`config.mk`:
```
export PLATFORM = sky130hd
export DESIGN_NAME = hilo_md_ctrl
export DESIGN_NICKNAME = d
export VERILOG_FILES = /design/src/rtl/hilo_md_ctrl.sv
export SDC_FILE = /design/constraint.sdc
export NUM_CORES = 1
export LEC_CHECK = 0
export ABC_AREA = 1
export BUFFER_PORTS_ARGS = -buffer_cell sky130_fd_sc_hd__buf_2
export CORE_ASPECT_RATIO = 0.5
export CORE_MARGIN = 2
export CORE_UTILIZATION = 35
export CTS_CLUSTER_DIAMETER = 80
export DETAILED_ROUTE_END_ITERATION = 7
export SLEW_MARGIN = 30
export SYNTH_ARGS = -nofsm -noshare
export SYNTH_HDL_FRONTEND = slang
export SYNTH_SLANG_ARGS = --single-unit
```
`constraint.sdc`:
```
create_clock -name clk -period 3 [get_ports clk]
set_clock_uncertainty 0.1 [all_clocks]
set_input_delay 0.15 -clock clk [delete_from_list [all_inputs] [get_ports clk]]
set_output_delay 0.15 -clock clk [all_outputs]
set_load 0.005 [all_outputs]
```
`src/rtl/hilo_md_ctrl.sv`:
```
// hilo_md_ctrl: owns the HI/LO register pair beside the EX-stage ALU.
// multu and divu run on an iterative engine that retires one bit per cycle
// over 32 cycles. A stall request freezes IF/ID/EX while the engine works.
// mthi/mtlo are single-cycle writes taken only while the engine is idle.
//
// Ports:
//   clk          system clock, rising edge
//   rst          synchronous reset, active-low
//   start        EX holds an HI/LO-class instruction this cycle
//   op           00 multu, 01 divu, 10 mthi, 11 mtlo
//   a, b         rs / rt operands
//   cancel       pipeline flush; aborts an in-flight operation
//   stall_req    combinational freeze request to hazard control
//   busy         iteration in progress
//   done         one-cycle pulse; hi/lo hold the new result
//   div_by_zero  last completed divu had b == 0 (cleared by the next accept)
//   hi, lo       HI / LO registers
//
// state  | meaning
// S_IDLE | no operation in flight; accepts multu/divu/mthi/mtlo
// S_MUL  | shift-add multiply iteration
// S_DIV  | restoring divide iteration
module hilo_md_ctrl #(
  parameter int DATA_W = 32,
  parameter int CNT_W  = 6
) (
  input  logic              clk,
  input  logic              rst,
  input  logic              start,
  input  logic [1:0]        op,
  input  logic [DATA_W-1:0] a,
  input  logic [DATA_W-1:0] b,
  input  logic              cancel,
  output logic              stall_req,
  output logic              busy,
  output logic              done,
  output logic              div_by_zero,
  output logic [DATA_W-1:0] hi,
  output logic [DATA_W-1:0] lo
);

  typedef enum logic [1:0] {
    S_IDLE = 2'd0,
    S_MUL  = 2'd1,
    S_DIV  = 2'd2
  } state_t;

  state_t state, state_nxt;

  logic [CNT_W-1:0]  cnt;
  // acc: product high half (multu) or partial remainder (divu).
  // q:   multiplier shifting out / product low half (multu),
  //      dividend shifting out / quotient shifting in (divu).
  logic [DATA_W-1:0] acc, q, opnd;
  logic [DATA_W-1:0] acc_step, q_step;
  logic [DATA_W:0]   mul_sum;
  logic [DATA_W:0]   div_shift;
  logic [DATA_W-1:0] div_diff;
  logic              div_ge;
  logic              accept, move_wr, last, finish;

  assign busy      = (state != S_IDLE);
  // done gates the accept so the instruction still sitting in EX during the
  // done cycle does not launch a second operation.
  assign accept    = (state == S_IDLE) & start & ~cancel & ~done & ~op[1];
  assign move_wr   = (state == S_IDLE) & start & ~cancel & op[1];
  assign last      = (cnt == CNT_W'(DATA_W - 1));
  assign stall_req = busy | (start & ~op[1] & ~done & ~cancel);

  always_comb begin
    state_nxt = state;
    finish    = 1'b0;
    case (state)
      S_IDLE: begin
        if (accept) state_nxt = op[0] ? S_DIV : S_MUL;
      end
      S_MUL, S_DIV: begin
        if (cancel) begin
          state_nxt = S_IDLE;
        end else if (last) begin
          state_nxt = S_IDLE;
          finish    = 1'b1;
        end
      end
      default: state_nxt = S_IDLE;
    endcase
  end

  // One iteration of either engine. With b == 0 the divide compare always
  // succeeds, so the quotient fills with ones and the remainder ends as a.
  always_comb begin
    mul_sum   = {1'b0, acc} + (q[0] ? {1'b0, opnd} : '0);
    div_shift = {acc, q[DATA_W-1]};
    div_ge    = (div_shift >= {1'b0, opnd});
    div_diff  = div_shift[DATA_W-1:0] - opnd;
    if (state == S_DIV) begin
      acc_step = div_ge ? div_diff : div_shift[DATA_W-1:0];
      q_step   = {q[DATA_W-2:0], div_ge};
    end else begin
      acc_step = mul_sum[DATA_W:1];
      q_step   = {mul_sum[0], q[DATA_W-1:1]};
    end
  end

  always_ff @(posedge clk) begin
    if (!rst) state <= S_IDLE;
    else      state <= state_nxt;
  end

  always_ff @(posedge clk) begin
    if (!rst) begin
      cnt         <= '0;
      acc         <= '0;
      q           <= '0;
      opnd        <= '0;
      hi          <= '0;
      lo          <= '0;
      done        <= 1'b0;
      div_by_zero <= 1'b0;
    end else begin
      done <= finish;
      if (accept) begin
        acc         <= '0;
        q           <= a;
        opnd        <= b;
        cnt         <= '0;
        div_by_zero <= 1'b0;
      end else if (busy && !cancel) begin
        acc <= acc_step;
        q   <= q_step;
        cnt <= cnt + CNT_W'(1);
      end
      if (finish) begin
        hi <= acc_step;
        lo <= q_step;
        if (state == S_DIV) div_by_zero <= (opnd == '0);
      end
      if (move_wr) begin
        if (op[0]) lo <= a;
        else       hi <= a;
      end
    end
  end

endmodule

```
==> flow_summary.html, run 1 <==
<table>
<tr><th>Metric</th><th>Value</th></tr>
<tr><th colspan="2">Routing</th></tr>
<tr><td>Drt total wl</td><td>~50,000 um</td></tr>
<tr><td>Number of DRC markers after the initial detailed-route iteration</td><td>about 1,700</td></tr>
<tr><td>Total DRC errors in the routed layout</td><td>0</td></tr>
<tr><td>Post-detailed-route wirelength per cell</td><td>around 18 um</td></tr>
<tr><td>Detailed-router iteration count before antenna repair</td><td>6</td></tr>
<tr><td>Residual antenna-violating net count after detailed routing</td><td>0</td></tr>
<tr><td>Via count</td><td>14,500</td></tr>
<tr><td>DR vias/cell</td><td>between 5 and 6</td></tr>
<tr><th colspan="2">Pwr</th></tr>
<tr><td>Cell-internal power</td><td>~0.0042 W</td></tr>
<tr><td>Switching power of the nets</td><td>0.00232 W</td></tr>
<tr><td>Maximum vdd drop</td><td>between 0.2 and 0.3 mV</td></tr>
<tr><td>Total power divided by cell area</td><td>roughly 430 nW/um^2</td></tr>
<tr><td>Switching fraction of total power</td><td>roughly 35%</td></tr>
<tr><td>Reg power frac</td><td>a little under two fifths</td></tr>
<tr><td>Leakage</td><td>7.78 nW</td></tr>
<tr><td>Power share of the combinational group</td><td>between 20% and 30%</td></tr>
<tr><td>Share of power burned in the clock network</td><td>36.1%</td></tr>
<tr><th colspan="2">Critical path</th></tr>
<tr><td>Register-to-register setup slack</td><td>0.09 ns</td></tr>
<tr><td>Critical Path Sink</td><td>hi[13]</td></tr>
<tr><td>Worst reg2reg path endpoint</td><td>hi[13]</td></tr>
<tr><td>Origin of the critical flop-to-flop path</td><td>q[0]</td></tr>
<tr><td>CP peak stage delay</td><td>around 0.40 ns</td></tr>
<tr><td>Source of the critical timing path</td><td>q[0]</td></tr>
<tr><td>Critical setup path kind</td><td>reg2reg</td></tr>
<tr><td>Logic depth of the worst register-to-register path</td><td>14</td></tr>
<tr><td>Slowest CP cell</td><td>dfxtp_1</td></tr>
<tr><td>Chain of cells forming the critical path</td><td>buf_12 -&gt; nand2_1 -&gt; inv_1 -&gt; ha_1 -&gt; a21oi_1 -&gt; nor2_1 -&gt; nor2_1 -&gt; nor2_1 -&gt; nor2_1 -&gt; nand2_1 -&gt; o21ai_0 -&gt; o211ai_1 -&gt; nand2_1 -&gt; a21oi_1</td></tr>
<tr><td>Startpoint kind of the worst setup timing path</td><td>register</td></tr>
<tr><td>Worst setup EP type</td><td>register</td></tr>
<tr><td>Data arrival time at the worst-slack endpoint</td><td>roughly 3.2 ns</td></tr>
<tr><td>Cell type with the highest occurrence count on the critical path</td><td>nor2_1</td></tr>
<tr><td>Crit path max fanout</td><td>32</td></tr>
<tr><td>WP data required</td><td>between 3 and 4 ns</td></tr>
<tr><th colspan="2">Timing</th></tr>
<tr><td>Summed negative setup slack over all endpoints</td><td>0 ns</td></tr>
<tr><td>Max-Slew Margin vs Limit</td><td>roughly two fifths</td></tr>
<tr><td>Final setup margin</td><td>~0.089 ns</td></tr>
<tr><td>Hold Worst Slack</td><td>-0.0186 ns</td></tr>
<tr><td>Count of endpoints failing hold in the final timing report</td><td>1</td></tr>
<tr><td>Number of setup violations in the final report</td><td>0</td></tr>
<tr><td>Count of final max-slew check failures</td><td>0</td></tr>
<tr><td>Final clock period utilization by the worst path</td><td>a little under 100%</td></tr>
<tr><td>Minimum period implied by the final worst setup slack</td><td>2.91 ns</td></tr>
<tr><td>RSZ-0062 raised after global routing</td><td>false</td></tr>
<tr><td>Slew at the pin closest to its max-slew limit</td><td>about 0.87 ns</td></tr>
<tr><td>Achievable clock frequency</td><td>between 300 and 400 MHz</td></tr>
<tr><th colspan="2">Die</th></tr>
<tr><td>Initial cell density of the core</td><td>~36%</td></tr>
<tr><td>Floorplan die height</td><td>around 140 um</td></tr>
<tr><td>Die area</td><td>37,400 sq um</td></tr>
<tr><td>Die width</td><td>around 270 um</td></tr>
<tr><td>Floorplan core area</td><td>34,900 sq um</td></tr>
<tr><td>Total number of placement rows</td><td>between 40 and 50</td></tr>
<tr><td>I/O pin count</td><td>roughly 140</td></tr>
<tr><th colspan="2">CTS</th></tr>
<tr><td>CTS tree</td><td>built</td></tr>
<tr><td>Clock-pin slew on the worst setup and hold paths</td><td>0.07 ns</td></tr>
<tr><td>Source-to-sink clock delay at the later pin of the worst-skew pair</td><td>approximately 0.47 ns</td></tr>
<tr><td>Number of clock buffers inserted by TritonCTS</td><td>17</td></tr>
<tr><td>Root buffer cell</td><td>clkbuf_16</td></tr>
<tr><td>Clock buffer depth</td><td>2</td></tr>
<tr><td>Max H-tree Level</td><td>4</td></tr>
<tr><td>Clock net sink count</td><td>170</td></tr>
<tr><th colspan="2">Synthesis</th></tr>
<tr><td>Synthesis-stage register bit count</td><td>170</td></tr>
<tr><td>Area of the mapped netlist</td><td>between 10,000 and 15,000 sq um</td></tr>
<tr><td>Gate Count Post-Synth</td><td>between 2,000 and 2,500</td></tr>
<tr><td>Nets in the synthesized netlist</td><td>2,194</td></tr>
<tr><td>Average cell area after synthesis</td><td>around 6.1 sq um</td></tr>
<tr><td>Sequential cell area fraction in the yosys report</td><td>between 20 and 30%</td></tr>
<tr><td>Yosys warnings</td><td>0</td></tr>
<tr><td>Cell variety after synth</td><td>37</td></tr>
<tr><th colspan="2">Layout</th></tr>
<tr><td>Commonest cells after routing, fill and taps aside</td><td>nand2_1 (562), inv_1 (268), o21ai_0 (184), a21oi_1 (181), nor2_1 (172)</td></tr>
<tr><td>Relative area change from synthesis to final layout</td><td>21.5%</td></tr>
<tr><td>Filler cell count</td><td>approximately 3,700</td></tr>
<tr><td>Most common cell after layout, fill and taps aside</td><td>nand2_1</td></tr>
<tr><td>Number of nets in the layout</td><td>around 2,400</td></tr>
<tr><td>Fraction of layout instances using a drive strength above 1</td><td>12.3%</td></tr>
<tr><td>Number of diodes</td><td>0</td></tr>
<tr><th colspan="2">Global route</th></tr>
<tr><td>Global-route usage over all layers</td><td>26.3%</td></tr>
<tr><td>Via count of the first global-routing pass</td><td>around 13,000</td></tr>
<tr><td>Maximum number of pins on one net before global-route repair</td><td>97</td></tr>
<tr><td>Wire length of the first global-routing pass</td><td>~75,000 um</td></tr>
<tr><td>Antenna violations before repair</td><td>0</td></tr>
<tr><td>Residual overflow from global routing</td><td>0</td></tr>
<tr><th colspan="2">Placed design</th></tr>
<tr><td>Post-Place Setup Slack</td><td>around 0.11 ns</td></tr>
<tr><td>Weighted congestion reported at the end of routability-driven placement</td><td>0.993</td></tr>
<tr><td>Port Buffer Count</td><td>137</td></tr>
<tr><td>DPL Wire Length</td><td>about 38,000 um</td></tr>
<tr><th colspan="2">Flow run</th></tr>
<tr><td>Count of maximum capacitance violations</td><td>0</td></tr>
<tr><th colspan="2">Run status</th></tr>
<tr><td>Status</td><td>finished with violations</td></tr>
<tr><td>Failing checks</td><td>hold timing</td></tr>
<tr><th colspan="2">Min path</th></tr>
<tr><td>Cell depth of the worst hold path</td><td>3</td></tr>
<tr><td>Min-delay worst type</td><td>in2reg</td></tr>
</table>
state kept, by name (all words and copies together) (netlist names):
name	cells
acc	32
state	2
cnt	6
lo	32
q	32
done	1
hi	32
div_by_zero	1
opnd	32
critical path: cells and delay by family, from the launching register on:
kind	cells	cell delay, ns
DFF	1	0.40
buffers and inverters	2	0.32
and+or+nand+nor	7	0.71
adders and majority gates	1	0.24
AOI/OAI and AO/OA	4	0.98
synth_stat cells (all sizes together):
cell type / number / area, sq um
a31oi: 1 / 6.26
xor2: 14 / 123
ha: 67 / 838
nand3: 138 / 746
xnor2: 9 / 78.8
buf: 21 / 104
o21ai: 194 / 971
nand4: 21 / 131
dfxtp: 170 / 3400
o21bai: 11 / 82.6
nand3b: 13 / 97.6
a21boi: 3 / 22.5
nand2: 580 / 2230
a221oi: 17 / 149
nor2: 177 / 682
nor4: 7 / 43.8
clkbuf: 67 / 251
o21a: 6 / 45.0
a32oi: 2 / 17.5
a21o: 4 / 30.0
a21oi: 184 / 928
clkinv: 3 / 11.3
nor3: 17 / 85.1
fa: 2 / 40.0
o211ai: 50 / 375
inv: 277 / 1040
per-layer routing:
metal / up-vias / share of wire, % / track usage [%]
met5: - / 0 / 0
met3: 53 / 9.4 / 5.21
met2: 595 / 42 / 39.5
met4: 0 / 1.9 / 6.84
li1: 7107 / - / -
met1: 6764 / 47 / 38.1
stage by stage:
step / instance area [sq um] / power, W / util, % / instances / hold slack [ns]
5_1_grt: 15200 / 0.00684 / 43.7 / 2732 / 0.0276
4_1_cts: 15200 / 0.00652 / 43.6 / 2731 / 0.00212
6_report: 15200 / 0.00655 / 43.7 / 2732 / -0.0186
3_5_place_dp: 14000 / 0.00412 / 40.1 / 2638 / 0.327
2_1_floorplan: 12500 / 0.00352 / - / 2055 / 0.193
3_3_place_gp: 14000 / 0.00413 / 40.1 / 2638 / 0.330
worst min-delay path by stage:
stage                      from       to  slack (ns)
final                      b[1]  opnd[1]       -0.02
after global routing       b[1]  opnd[1]        0.03
after CTS                  b[1]  opnd[1]       0.002
after detailed placement   a[5]    lo[5]        0.33
after global placement     b[6]  opnd[6]        0.33
after floorplan           a[21]    q[21]        0.19
cell families (layout without fill, tap and decap cells):
kind of cell | after synthesis | count (layout) | share of synthesized area (%)
compound gates | 472 | 472 | 21.0
flops | 170 | 170 | 27.2
simple gates | 953 | 953 | 32.0
xor+xnor | 23 | 23 | 1.61
fa+ha+maj | 69 | 69 | 7.01
buf+inv | 368 | 570 | 11.2
power by group through the flow:
stage,registers (W),clock network [W],logic [W]
detailed placement,0.00249,0,0.00163
finish,0.00244,0.00236,0.00175
global route,0.00245,0.00247,0.00192
floorplan,0.00247,0,0.00106
global placement,0.00249,0,0.00165
CTS,0.00244,0.00238,0.00171
area by class of cell:
type | count | area (sq um) | area share (%)
Inverter | 280 | 1050 | 6.90
Sequential cell | 170 | 3400 | 22.3
Clock inverter | 14 | 164 | 1.08
Timing Repair Buffer | 258 | 1820 | 12.0
Tap cell | 475 | 594 | 3.90
Clock buffer | 18 | 439 | 2.88
Multi-Input combinational cell | 1517 | 7760 | 50.9
what timing repair did:
| action | CTS | global route |
|---|---|---|
| resized for setup | 0 | 3 |
| setup buffers | 0 | 1 |
| setup endpoints to repair | 0 | 11 |
| hold buffers | 61 | 0 |
| hold endpoints to repair | 112 | 0 |
Power figures use the tool's default switching activity.
==> inputs of run 2 (changes only) <==
--- a/config.mk
+++ b/config.mk
@@ -12,6 +12,7 @@
 export CORE_UTILIZATION = 35
 export CTS_CLUSTER_DIAMETER = 80
 export DETAILED_ROUTE_END_ITERATION = 7
+export PLACE_DENSITY = 0.63
 export SLEW_MARGIN = 30
 export SYNTH_ARGS = -nofsm -noshare
 export SYNTH_HDL_FRONTEND = slang
==> run 2 against run 1 <==
Effect of this change: the run still ends with hold timing left; critical endpoint is now acc[15]; sequential cell count unchanged; largest cell class unchanged; count of clock-buffer cells in the layout is 5 higher; via count is 1.7% higher; critical path type unchanged.
==> flow_summary.html, run 2 (synthesis results as in run 1) <==
<table>
<tr><th>Metric</th><th>Value</th></tr>
<tr><th colspan="2">Run status</th></tr>
<tr><td>Status</td><td>finished with violations</td></tr>
<tr><td>Failing checks</td><td>hold timing</td></tr>
<tr><th colspan="2">Routing</th></tr>
<tr><td>Drt total wl</td><td>~51,000 um</td></tr>
<tr><td>Total DRC errors in the routed layout</td><td>0</td></tr>
<tr><td>Routed met3 length</td><td>5130 um</td></tr>
<tr><td>Metal2 WL</td><td>21,400 um</td></tr>
<tr><td>Post-detailed-route wirelength per cell</td><td>~18 um</td></tr>
<tr><td>Metal-1 WL</td><td>23,600 um</td></tr>
<tr><td>Via count</td><td>14,800</td></tr>
<tr><td>DR vias/cell</td><td>around 5.3</td></tr>
<tr><td>Highest metal layer with signal wires</td><td>met4</td></tr>
<tr><td>Detailed-router iteration count before antenna repair</td><td>5</td></tr>
<tr><td>Residual antenna-violating net count after detailed routing</td><td>0</td></tr>
<tr><td>Number of DRC markers after the initial detailed-route iteration</td><td>between 1,500 and 2,000</td></tr>
<tr><th colspan="2">Timing</th></tr>
<tr><td>Minimum period implied by the final worst setup slack</td><td>between 2 and 3 ns</td></tr>
<tr><td>Hold Worst Slack</td><td>-0.00721 ns</td></tr>
<tr><td>Number of setup violations in the final report</td><td>0</td></tr>
<tr><td>Final clock period utilization by the worst path</td><td>between 90% and 100%</td></tr>
<tr><td>Max-Slew Margin vs Limit</td><td>between 40% and 50%</td></tr>
<tr><td>Achievable clock frequency</td><td>350 MHz</td></tr>
<tr><td>Count of endpoints failing hold in the final timing report</td><td>1</td></tr>
<tr><td>Count of final max-slew check failures</td><td>0</td></tr>
<tr><td>Final setup margin</td><td>between 0.1 and 0.15 ns</td></tr>
<tr><td>Slew at the pin closest to its max-slew limit</td><td>roughly 0.78 ns</td></tr>
<tr><td>RSZ-0062 raised after global routing</td><td>true</td></tr>
<tr><th colspan="2">Pwr</th></tr>
<tr><td>Maximum vdd drop</td><td>~0.43 mV</td></tr>
<tr><td>Cell-internal power</td><td>about 0.0043 W</td></tr>
<tr><td>Power share of the combinational group</td><td>27.9%</td></tr>
<tr><td>Post-layout power</td><td>0.00664 W</td></tr>
<tr><td>Switching fraction of total power</td><td>a little over a third</td></tr>
<tr><td>Share of power burned in the clock network</td><td>35.4%</td></tr>
<tr><td>Leakage</td><td>~8 nW</td></tr>
<tr><td>Total power divided by cell area</td><td>about 420 nW/um^2</td></tr>
<tr><td>Reg power frac</td><td>between 30% and 40%</td></tr>
<tr><td>Switching power of the nets</td><td>around 0.0023 W</td></tr>
<tr><th colspan="2">Die</th></tr>
<tr><td>Die width</td><td>approximately 270 um</td></tr>
<tr><td>Floorplan die height</td><td>between 100 and 150 um</td></tr>
<tr><td>Floorplan core area</td><td>34,900 sq um</td></tr>
<tr><td>Total number of placement rows</td><td>48</td></tr>
<tr><td>Initial cell density of the core</td><td>about 36%</td></tr>
<tr><td>I/O pin count</td><td>138</td></tr>
<tr><td>Die area</td><td>37,400 sq um</td></tr>
<tr><th colspan="2">Global route</th></tr>
<tr><td>Global-route usage over all layers</td><td>27.1%</td></tr>
<tr><td>Antenna violations before repair</td><td>0</td></tr>
<tr><td>Wire length of the first global-routing pass</td><td>approximately 78,000 um</td></tr>
<tr><td>Via count of the first global-routing pass</td><td>around 14,000</td></tr>
<tr><td>Residual overflow from global routing</td><td>0</td></tr>
<tr><td>Maximum number of pins on one net before global-route repair</td><td>110</td></tr>
<tr><th colspan="2">Placed design</th></tr>
<tr><td>DPL Wire Length</td><td>about 39,000 um</td></tr>
<tr><td>Port Buffer Count</td><td>roughly 140</td></tr>
<tr><td>Weighted congestion reported at the end of routability-driven placement</td><td>between 1 and 1.5</td></tr>
<tr><td>Post-Place Cells</td><td>approximately 2,700</td></tr>
<tr><td>Post-Place Setup Slack</td><td>~0.056 ns</td></tr>
<tr><td>Cell area after placement</td><td>between 10,000 and 15,000 sq um</td></tr>
<tr><th colspan="2">Critical path</th></tr>
<tr><td>Worst setup EP type</td><td>register</td></tr>
<tr><td>Startpoint kind of the worst setup timing path</td><td>register</td></tr>
<tr><td>Critical setup path kind</td><td>reg2reg</td></tr>
<tr><td>WP data required</td><td>approximately 3.3 ns</td></tr>
<tr><td>Crit path max fanout</td><td>16</td></tr>
<tr><td>Data arrival time at the worst-slack endpoint</td><td>between 3 and 4 ns</td></tr>
<tr><th colspan="2">CTS</th></tr>
<tr><td>Root buffer cell</td><td>clkbuf_16</td></tr>
<tr><td>Source-to-sink clock delay at the later pin of the worst-skew pair</td><td>~0.47 ns</td></tr>
<tr><td>Clock-pin slew on the worst setup and hold paths</td><td>0.08 ns</td></tr>
<tr><td>CTS tree</td><td>built</td></tr>
<tr><td>Max H-tree Level</td><td>4</td></tr>
<tr><td>Clock net sink count</td><td>170</td></tr>
<tr><td>Clock buffer depth</td><td>2</td></tr>
<tr><td>Number of clock buffers inserted by TritonCTS</td><td>17</td></tr>
<tr><th colspan="2">Layout</th></tr>
<tr><td>Final core occ</td><td>a little under half</td></tr>
<tr><td>Fraction of layout instances using a drive strength above 1</td><td>between 15 and 20%</td></tr>
<tr><td>Finished layout cell area</td><td>15,700 sq um</td></tr>
<tr><td>Number of diodes</td><td>0</td></tr>
<tr><td>Relative area change from synthesis to final layout</td><td>25.5%</td></tr>
<tr><td>Filler cell count</td><td>3,647</td></tr>
<tr><td>Most common cell after layout, fill and taps aside</td><td>nand2_1</td></tr>
<tr><td>Number of nets in the layout</td><td>approximately 2,400</td></tr>
<tr><td>Final standard cell count with taps included and fillers excluded</td><td>around 2,800</td></tr>
<tr><td>Commonest cells after routing, fill and taps aside</td><td>nand2_1 (557), inv_1 (268), o21ai_0 (183), a21oi_1 (181), dfxtp_1 (169)</td></tr>
<tr><th colspan="2">Flow run</th></tr>
<tr><td>Count of maximum capacitance violations</td><td>0</td></tr>
<tr><th colspan="2">Min path</th></tr>
<tr><td>Min-delay worst type</td><td>in2reg</td></tr>
</table>
-- run 2: cell types whose count changed in the layout (fill, tap and decap cells not counted), moves of 5 or more --
cell	before	now
nand2_2	15	21
buf_4	55	106
nor2_2	3	9
nor2_1	172	166
nand2_1	562	557
-- run 2: cell type report --
class	count	area [sq um]	share of cell area (%)
Clock buffer	23	488	3.10
Clock inverter	9	100	0.636
Inverter	280	1050	6.68
Multi-Input combinational cell	1518	7820	49.7
Sequential cell	170	3400	21.6
Tap cell	475	594	3.78
Timing Repair Buffer	315	2280	14.5
-- run 2: what timing repair did --
| action | 4_1_cts | 5_1_grt |
|---|---|---|
| hold endpoints to repair | 117 | 0 |
| setup buffers | 0 | 1 |
| hold buffers | 64 | 0 |
| setup endpoints to repair | 0 | 64 |
| resized for setup | 0 | 26 |
-- run 2: worst max-delay path: stages, from the launching register on --
cell	delay (ns)
dfxtp_2	0.39
buf_8	0.19
nand2_1	0.09
inv_1	0.09
ha_1	0.28
a21oi_1	0.25
a21boi_1	0.35
nor2_1	0.10
nor2_1	0.10
nand2_1	0.15
o21ai_0	0.24
nand3_1	0.22
nor2_1	0.14
nor2_1	0.04
-- run 2: metal layers --
metal  track usage, %  up-vias
met4             6.41        0
met2             41.6      630
met1             38.3     6838
li1                 -     7240
met5                0        -
met3             6.31       53
-- run 2: worst paths after layout --
kind              startpoint        to  slack (ns)  cells after the start
hold reg to reg       cnt[4]    cnt[4]        0.35                      1
setup / recovery        q[0]   acc[15]        0.14                     13
hold / removal         b[15]  opnd[15]      -0.007                      3
setup reg to reg        q[0]   acc[15]        0.14                     13
-- run 2: stage by stage --
| step | hold WS, ns | setup TNS [ns] |
|---|---|---|
| after detailed placement | 0.336 | 0 |
| final | -0.00721 | 0 |
| after global routing | 0.0281 | -0.0286 |
| after CTS | 0.0126 | 0 |
| after floorplan | 0.193 | 0 |
| after global placement | 0.328 | 0 |
-- run 2: power by group through the flow --
stage / Clock, W / Sequential, W / Combinational (W)
2_1_floorplan: 0 / 0.00247 / 0.00106
3_3_place_gp: 0 / 0.00248 / 0.00172
3_5_place_dp: 0 / 0.00248 / 0.00172
4_1_cts: 0.00236 / 0.00243 / 0.00179
5_1_grt: 0.00245 / 0.00244 / 0.00204
6_report: 0.00235 / 0.00244 / 0.00185
==> inputs of run 3 (changes only) <==
--- a/config.mk
+++ b/config.mk
@@ -5,7 +5,7 @@
 export SDC_FILE = /design/constraint.sdc
 export NUM_CORES = 1
 export LEC_CHECK = 0
-export ABC_AREA = 1
+export ABC_AREA = 0
 export BUFFER_PORTS_ARGS = -buffer_cell sky130_fd_sc_hd__buf_2
 export CORE_ASPECT_RATIO = 0.5
 export CORE_MARGIN = 2
==> run 3 against run 2 <==
Effect of this change: the flow finishes with violations (setup timing); synthesized cell count shrank 23%; clock power hardly changed; global-route usage shrank 0.12 points; power is 7.1% higher; critical path depth stayed put; sequential power down 4%; die area fell by 5.4%; non-clock buffer count is 226 higher; final area grew 16%; critical path type unchanged; largest power group is now combinational cells; highest routed layer unchanged.
==> flow_summary.html, run 3 <==
<table>
<tr><th>Metric</th><th>Value</th></tr>
<tr><th colspan="2">Pwr</th></tr>
<tr><td>Power share of the combinational group</td><td>approximately a third</td></tr>
<tr><td>Leakage</td><td>~7.5 nW</td></tr>
<tr><td>Share of power burned in the clock network</td><td>between 30% and 40%</td></tr>
<tr><td>Switching power of the nets</td><td>around 0.0024 W</td></tr>
<tr><td>Maximum vdd drop</td><td>roughly 0.37 mV</td></tr>
<tr><td>Total power divided by cell area</td><td>389 nW/um^2</td></tr>
<tr><td>Post-layout power</td><td>~0.0071 W</td></tr>
<tr><td>Cell-internal power</td><td>approximately 0.0047 W</td></tr>
<tr><td>Reg power frac</td><td>between 30 and 40%</td></tr>
<tr><td>Switching fraction of total power</td><td>around 34%</td></tr>
<tr><th colspan="2">Critical path</th></tr>
<tr><td>Register-to-register setup slack</td><td>-0.31 ns</td></tr>
<tr><td>Source of the critical timing path</td><td>q[0]</td></tr>
<tr><td>Chain of cells forming the critical path</td><td>buf_12 -&gt; and2_4 -&gt; ha_4 -&gt; o211ai_1 -&gt; o21ai_2 -&gt; or3b_4 -&gt; a311o_1 -&gt; a221oi_4 -&gt; nor4_2 -&gt; nor4_1 -&gt; a2111oi_1 -&gt; a21oi_1 -&gt; o221ai_1</td></tr>
<tr><td>Critical Path Sink</td><td>hi[28]</td></tr>
<tr><td>CP peak stage delay</td><td>approximately 0.4 ns</td></tr>
<tr><td>Startpoint kind of the worst setup timing path</td><td>register</td></tr>
<tr><td>Critical setup path kind</td><td>reg2reg</td></tr>
<tr><td>Data arrival time at the worst-slack endpoint</td><td>between 3 and 4 ns</td></tr>
<tr><td>Worst setup EP type</td><td>register</td></tr>
<tr><td>WP data required</td><td>between 3 and 4 ns</td></tr>
<tr><td>Worst reg2reg path endpoint</td><td>hi[28]</td></tr>
<tr><td>Logic depth of the worst register-to-register path</td><td>13</td></tr>
<tr><td>Crit path max fanout</td><td>14</td></tr>
<tr><td>Origin of the critical flop-to-flop path</td><td>q[0]</td></tr>
<tr><td>Slowest CP cell</td><td>or3b_4</td></tr>
<tr><th colspan="2">Synthesis</th></tr>
<tr><td>Nets in the synthesized netlist</td><td>1,714</td></tr>
<tr><td>Async set or reset register ratio after synthesis</td><td>0%</td></tr>
<tr><td>Area of the mapped netlist</td><td>11,800 sq um</td></tr>
<tr><td>Dominant cells by area after synthesis</td><td>dfxtp_1 (29%), nand2_1 (8.6%), a21oi_1 (7.6%)</td></tr>
<tr><td>Dominant cell type by area after synthesis</td><td>dfxtp_1</td></tr>
<tr><td>Cell variety after synth</td><td>between 70 and 80</td></tr>
<tr><td>Yosys warnings</td><td>0</td></tr>
<tr><td>Commonest cells in the synthesized netlist</td><td>nand2_1 (270), a21oi_1 (180), dfxtp_1 (170)</td></tr>
<tr><td>Number of enable-type register cells in the synthesized netlist</td><td>0</td></tr>
<tr><td>Share of Yosys cell area claimed by the top area cell type</td><td>28.7%</td></tr>
<tr><td>Average cell area after synthesis</td><td>~7.5 sq um</td></tr>
<tr><td>Synthesis-stage register bit count</td><td>between 150 and 200</td></tr>
<tr><td>Most frequent cell after synthesis</td><td>nand2_1</td></tr>
<tr><td>Gate Count Post-Synth</td><td>1,575</td></tr>
<tr><td>Sequential cell area fraction in the yosys report</td><td>around 29%</td></tr>
<tr><td>Top flip-flop cell by instance count after synthesis</td><td>dfxtp_1</td></tr>
<tr><th colspan="2">Global route</th></tr>
<tr><td>Residual overflow from global routing</td><td>0</td></tr>
<tr><td>Antenna violations before repair</td><td>0</td></tr>
<tr><td>Wire length of the first global-routing pass</td><td>about 74,000 um</td></tr>
<tr><td>Via count of the first global-routing pass</td><td>~13,000</td></tr>
<tr><td>Maximum number of pins on one net before global-route repair</td><td>between 50 and 60</td></tr>
<tr><td>Global-route usage over all layers</td><td>between 20% and 30%</td></tr>
<tr><th colspan="2">CTS</th></tr>
<tr><td>Clock net sink count</td><td>170</td></tr>
<tr><td>Clock buffer depth</td><td>2</td></tr>
<tr><td>Max H-tree Level</td><td>4</td></tr>
<tr><td>Clock-pin slew on the worst setup and hold paths</td><td>~0.080 ns</td></tr>
<tr><td>Root buffer cell</td><td>clkbuf_16</td></tr>
<tr><td>CTS tree</td><td>built</td></tr>
<tr><td>Source-to-sink clock delay at the later pin of the worst-skew pair</td><td>between 0.4 and 0.5 ns</td></tr>
<tr><td>Number of clock buffers inserted by TritonCTS</td><td>17</td></tr>
<tr><th colspan="2">Routing</th></tr>
<tr><td>Residual antenna-violating net count after detailed routing</td><td>0</td></tr>
<tr><td>Detailed-router iteration count before antenna repair</td><td>6</td></tr>
<tr><td>Number of DRC markers after the initial detailed-route iteration</td><td>between 1,000 and 1,500</td></tr>
<tr><td>Total DRC errors in the routed layout</td><td>0</td></tr>
<tr><td>Via count</td><td>about 14,000</td></tr>
<tr><td>Post-detailed-route wirelength per cell</td><td>around 20 um</td></tr>
<tr><td>Drt total wl</td><td>between 40,000 and 50,000 um</td></tr>
<tr><td>DR vias/cell</td><td>5.46</td></tr>
<tr><th colspan="2">Layout</th></tr>
<tr><td>Relative area change from synthesis to final layout</td><td>54.6%</td></tr>
<tr><td>Number of diodes</td><td>0</td></tr>
<tr><td>Most common cell after layout, fill and taps aside</td><td>buf_4</td></tr>
<tr><td>Final core occ</td><td>about 55%</td></tr>
<tr><td>Fraction of layout instances using a drive strength above 1</td><td>between 30% and 40%</td></tr>
<tr><td>Commonest cells after routing, fill and taps aside</td><td>buf_4 (309), nand2_1 (253), a21oi_1 (137), buf_2 (137), dfxtp_1 (134)</td></tr>
<tr><td>Finished layout cell area</td><td>roughly 18,000 sq um</td></tr>
<tr><td>Number of nets in the layout</td><td>2,174</td></tr>
<tr><td>Filler cell count</td><td>roughly 3,000</td></tr>
<tr><th colspan="2">Placed design</th></tr>
<tr><td>Post-Place Setup Slack</td><td>-0.478 ns</td></tr>
<tr><td>Cell area after placement</td><td>approximately 15,000 sq um</td></tr>
<tr><td>Port Buffer Count</td><td>between 100 and 150</td></tr>
<tr><td>DPL Wire Length</td><td>between 30,000 and 40,000 um</td></tr>
<tr><td>Weighted congestion reported at the end of routability-driven placement</td><td>~0.96</td></tr>
<tr><th colspan="2">Timing</th></tr>
<tr><td>Count of final max-slew check failures</td><td>0</td></tr>
<tr><td>Summed negative setup slack over all endpoints</td><td>-5.89 ns</td></tr>
<tr><td>Slew at the pin closest to its max-slew limit</td><td>0.778 ns</td></tr>
<tr><td>Minimum period implied by the final worst setup slack</td><td>roughly 3.3 ns</td></tr>
<tr><td>RSZ-0062 raised after global routing</td><td>true</td></tr>
<tr><td>Final setup margin</td><td>-0.310 ns</td></tr>
<tr><td>Achievable clock frequency</td><td>just over 300 MHz</td></tr>
<tr><td>Final clock period utilization by the worst path</td><td>110%</td></tr>
<tr><td>Count of endpoints failing hold in the final timing report</td><td>0</td></tr>
<tr><td>Max-Slew Margin vs Limit</td><td>a little under half</td></tr>
<tr><td>Number of setup violations in the final report</td><td>55</td></tr>
<tr><th colspan="2">Flow run</th></tr>
<tr><td>Count of maximum capacitance violations</td><td>0</td></tr>
<tr><th colspan="2">Die</th></tr>
<tr><td>Die width</td><td>about 260 um</td></tr>
<tr><td>Initial cell density of the core</td><td>about 36%</td></tr>
<tr><td>Total number of placement rows</td><td>between 40 and 50</td></tr>
<tr><td>Floorplan die height</td><td>between 100 and 150 um</td></tr>
<tr><td>I/O pin count</td><td>~140</td></tr>
<tr><td>Die area</td><td>~35,000 sq um</td></tr>
<tr><td>Floorplan core area</td><td>approximately 33,000 sq um</td></tr>
<tr><th colspan="2">Run status</th></tr>
<tr><td>Failing checks</td><td>setup timing</td></tr>
<tr><td>Status</td><td>finished with violations</td></tr>
<tr><th colspan="2">Min path</th></tr>
<tr><td>Min-delay worst type</td><td>in2reg</td></tr>
</table>
==> run 3: cell count changes after synthesis, moves of 17 or more <==
cell	previous run	this run
o21ai_0	184	86
mux2_2	0	22
a221oi_1	17	0
mux2i_1	0	49
nand2_1	563	270
o221ai_1	0	21
inv_1	269	50
nor2_1	174	93
nand3_1	127	35
and2_1	0	51
a21boi_0	3	29
xnor2_1	9	32
==> run 3: area by class of cell <==
class	instances	area (sq um)	share of cell area, %
sequential	170	3460	18.9
clock buffer	18	439	2.40
inverter	52	195	1.07
tap	441	552	3.01
timing repair buffer	541	4080	22.3
multi-input combinational	1253	9400	51.3
clock inverter	14	179	0.977
==> run 3: worst min-delay path by stage <==
stage          cells past startpoint        to   start  slack [ns]
6_report                           4    cnt[0]  cancel        0.08
5_1_grt                            4    cnt[0]  cancel        0.10
4_1_cts                            4    cnt[0]  cancel        0.04
3_5_place_dp                       3   opnd[6]    b[6]        0.30
3_3_place_gp                       3  opnd[10]   b[10]        0.29
2_1_floorplan                      2  opnd[10]   b[10]        0.19
==> run 3: worst max-delay path, delay by kind of cell, from the launching register on <==
kind,cells,cell delay (ns)
flip-flops,1,0.37
adder cells (fa/ha/maj),1,0.24
buffers and inverters,1,0.15
AO/OA/AOI/OAI,7,1.43
AND/OR/NAND/NOR,4,0.87
==> run 3: what timing repair did <==
item / CTS / global route
hold buffers: 67 / 0
resized for setup: 170 / 166
setup buffers: 28 / 25
setup endpoints to repair: 65 / 66
pin swaps: 102 / 89
endpoints found under the hold margin: 107 / 0
cloned: 2 / 0
==> run 3: power by group through the flow <==
| stage | registers [W] | logic (W) | clock network [W] |
|---|---|---|---|
| final | 0.00235 | 0.00240 | 0.00236 |
| after global routing | 0.00236 | 0.00252 | 0.00246 |
| after CTS | 0.00235 | 0.00211 | 0.00240 |
| after detailed placement | 0.00240 | 0.00166 | 0 |
| after global placement | 0.00240 | 0.00166 | 0 |
| after floorplan | 0.00239 | 0.000967 | 0 |
==> run 3: routing by layer <==
metal	GRT usage [%]	up-vias	routed length [um]
li1	-	6542	-
met1	39.1	6407	23200
met2	39.6	565	20600
met3	5.98	69	3940
met4	8.46	0	1270
met5	0	-	0
==> run 3: stage by stage <==
| stage | instances | hold WS (ns) |
|---|---|---|
| final | 2489 | 0.0816 |
| after global routing | 2489 | 0.100 |
| after CTS | 2472 | 0.0439 |
| after detailed placement | 2348 | 0.296 |
| after global placement | 2348 | 0.291 |
| after floorplan | 1575 | 0.186 |
==> run 3: cells by family after synthesis <==
logic type / after synthesis / share of synthesized area, %
simple gates: 563 / 21.6
compound gates: 495 / 26.7
flops: 170 / 28.7
buf+inv: 152 / 5.20
mux: 71 / 6.23
fa+ha+maj: 69 / 7.42
xor+xnor: 55 / 4.07
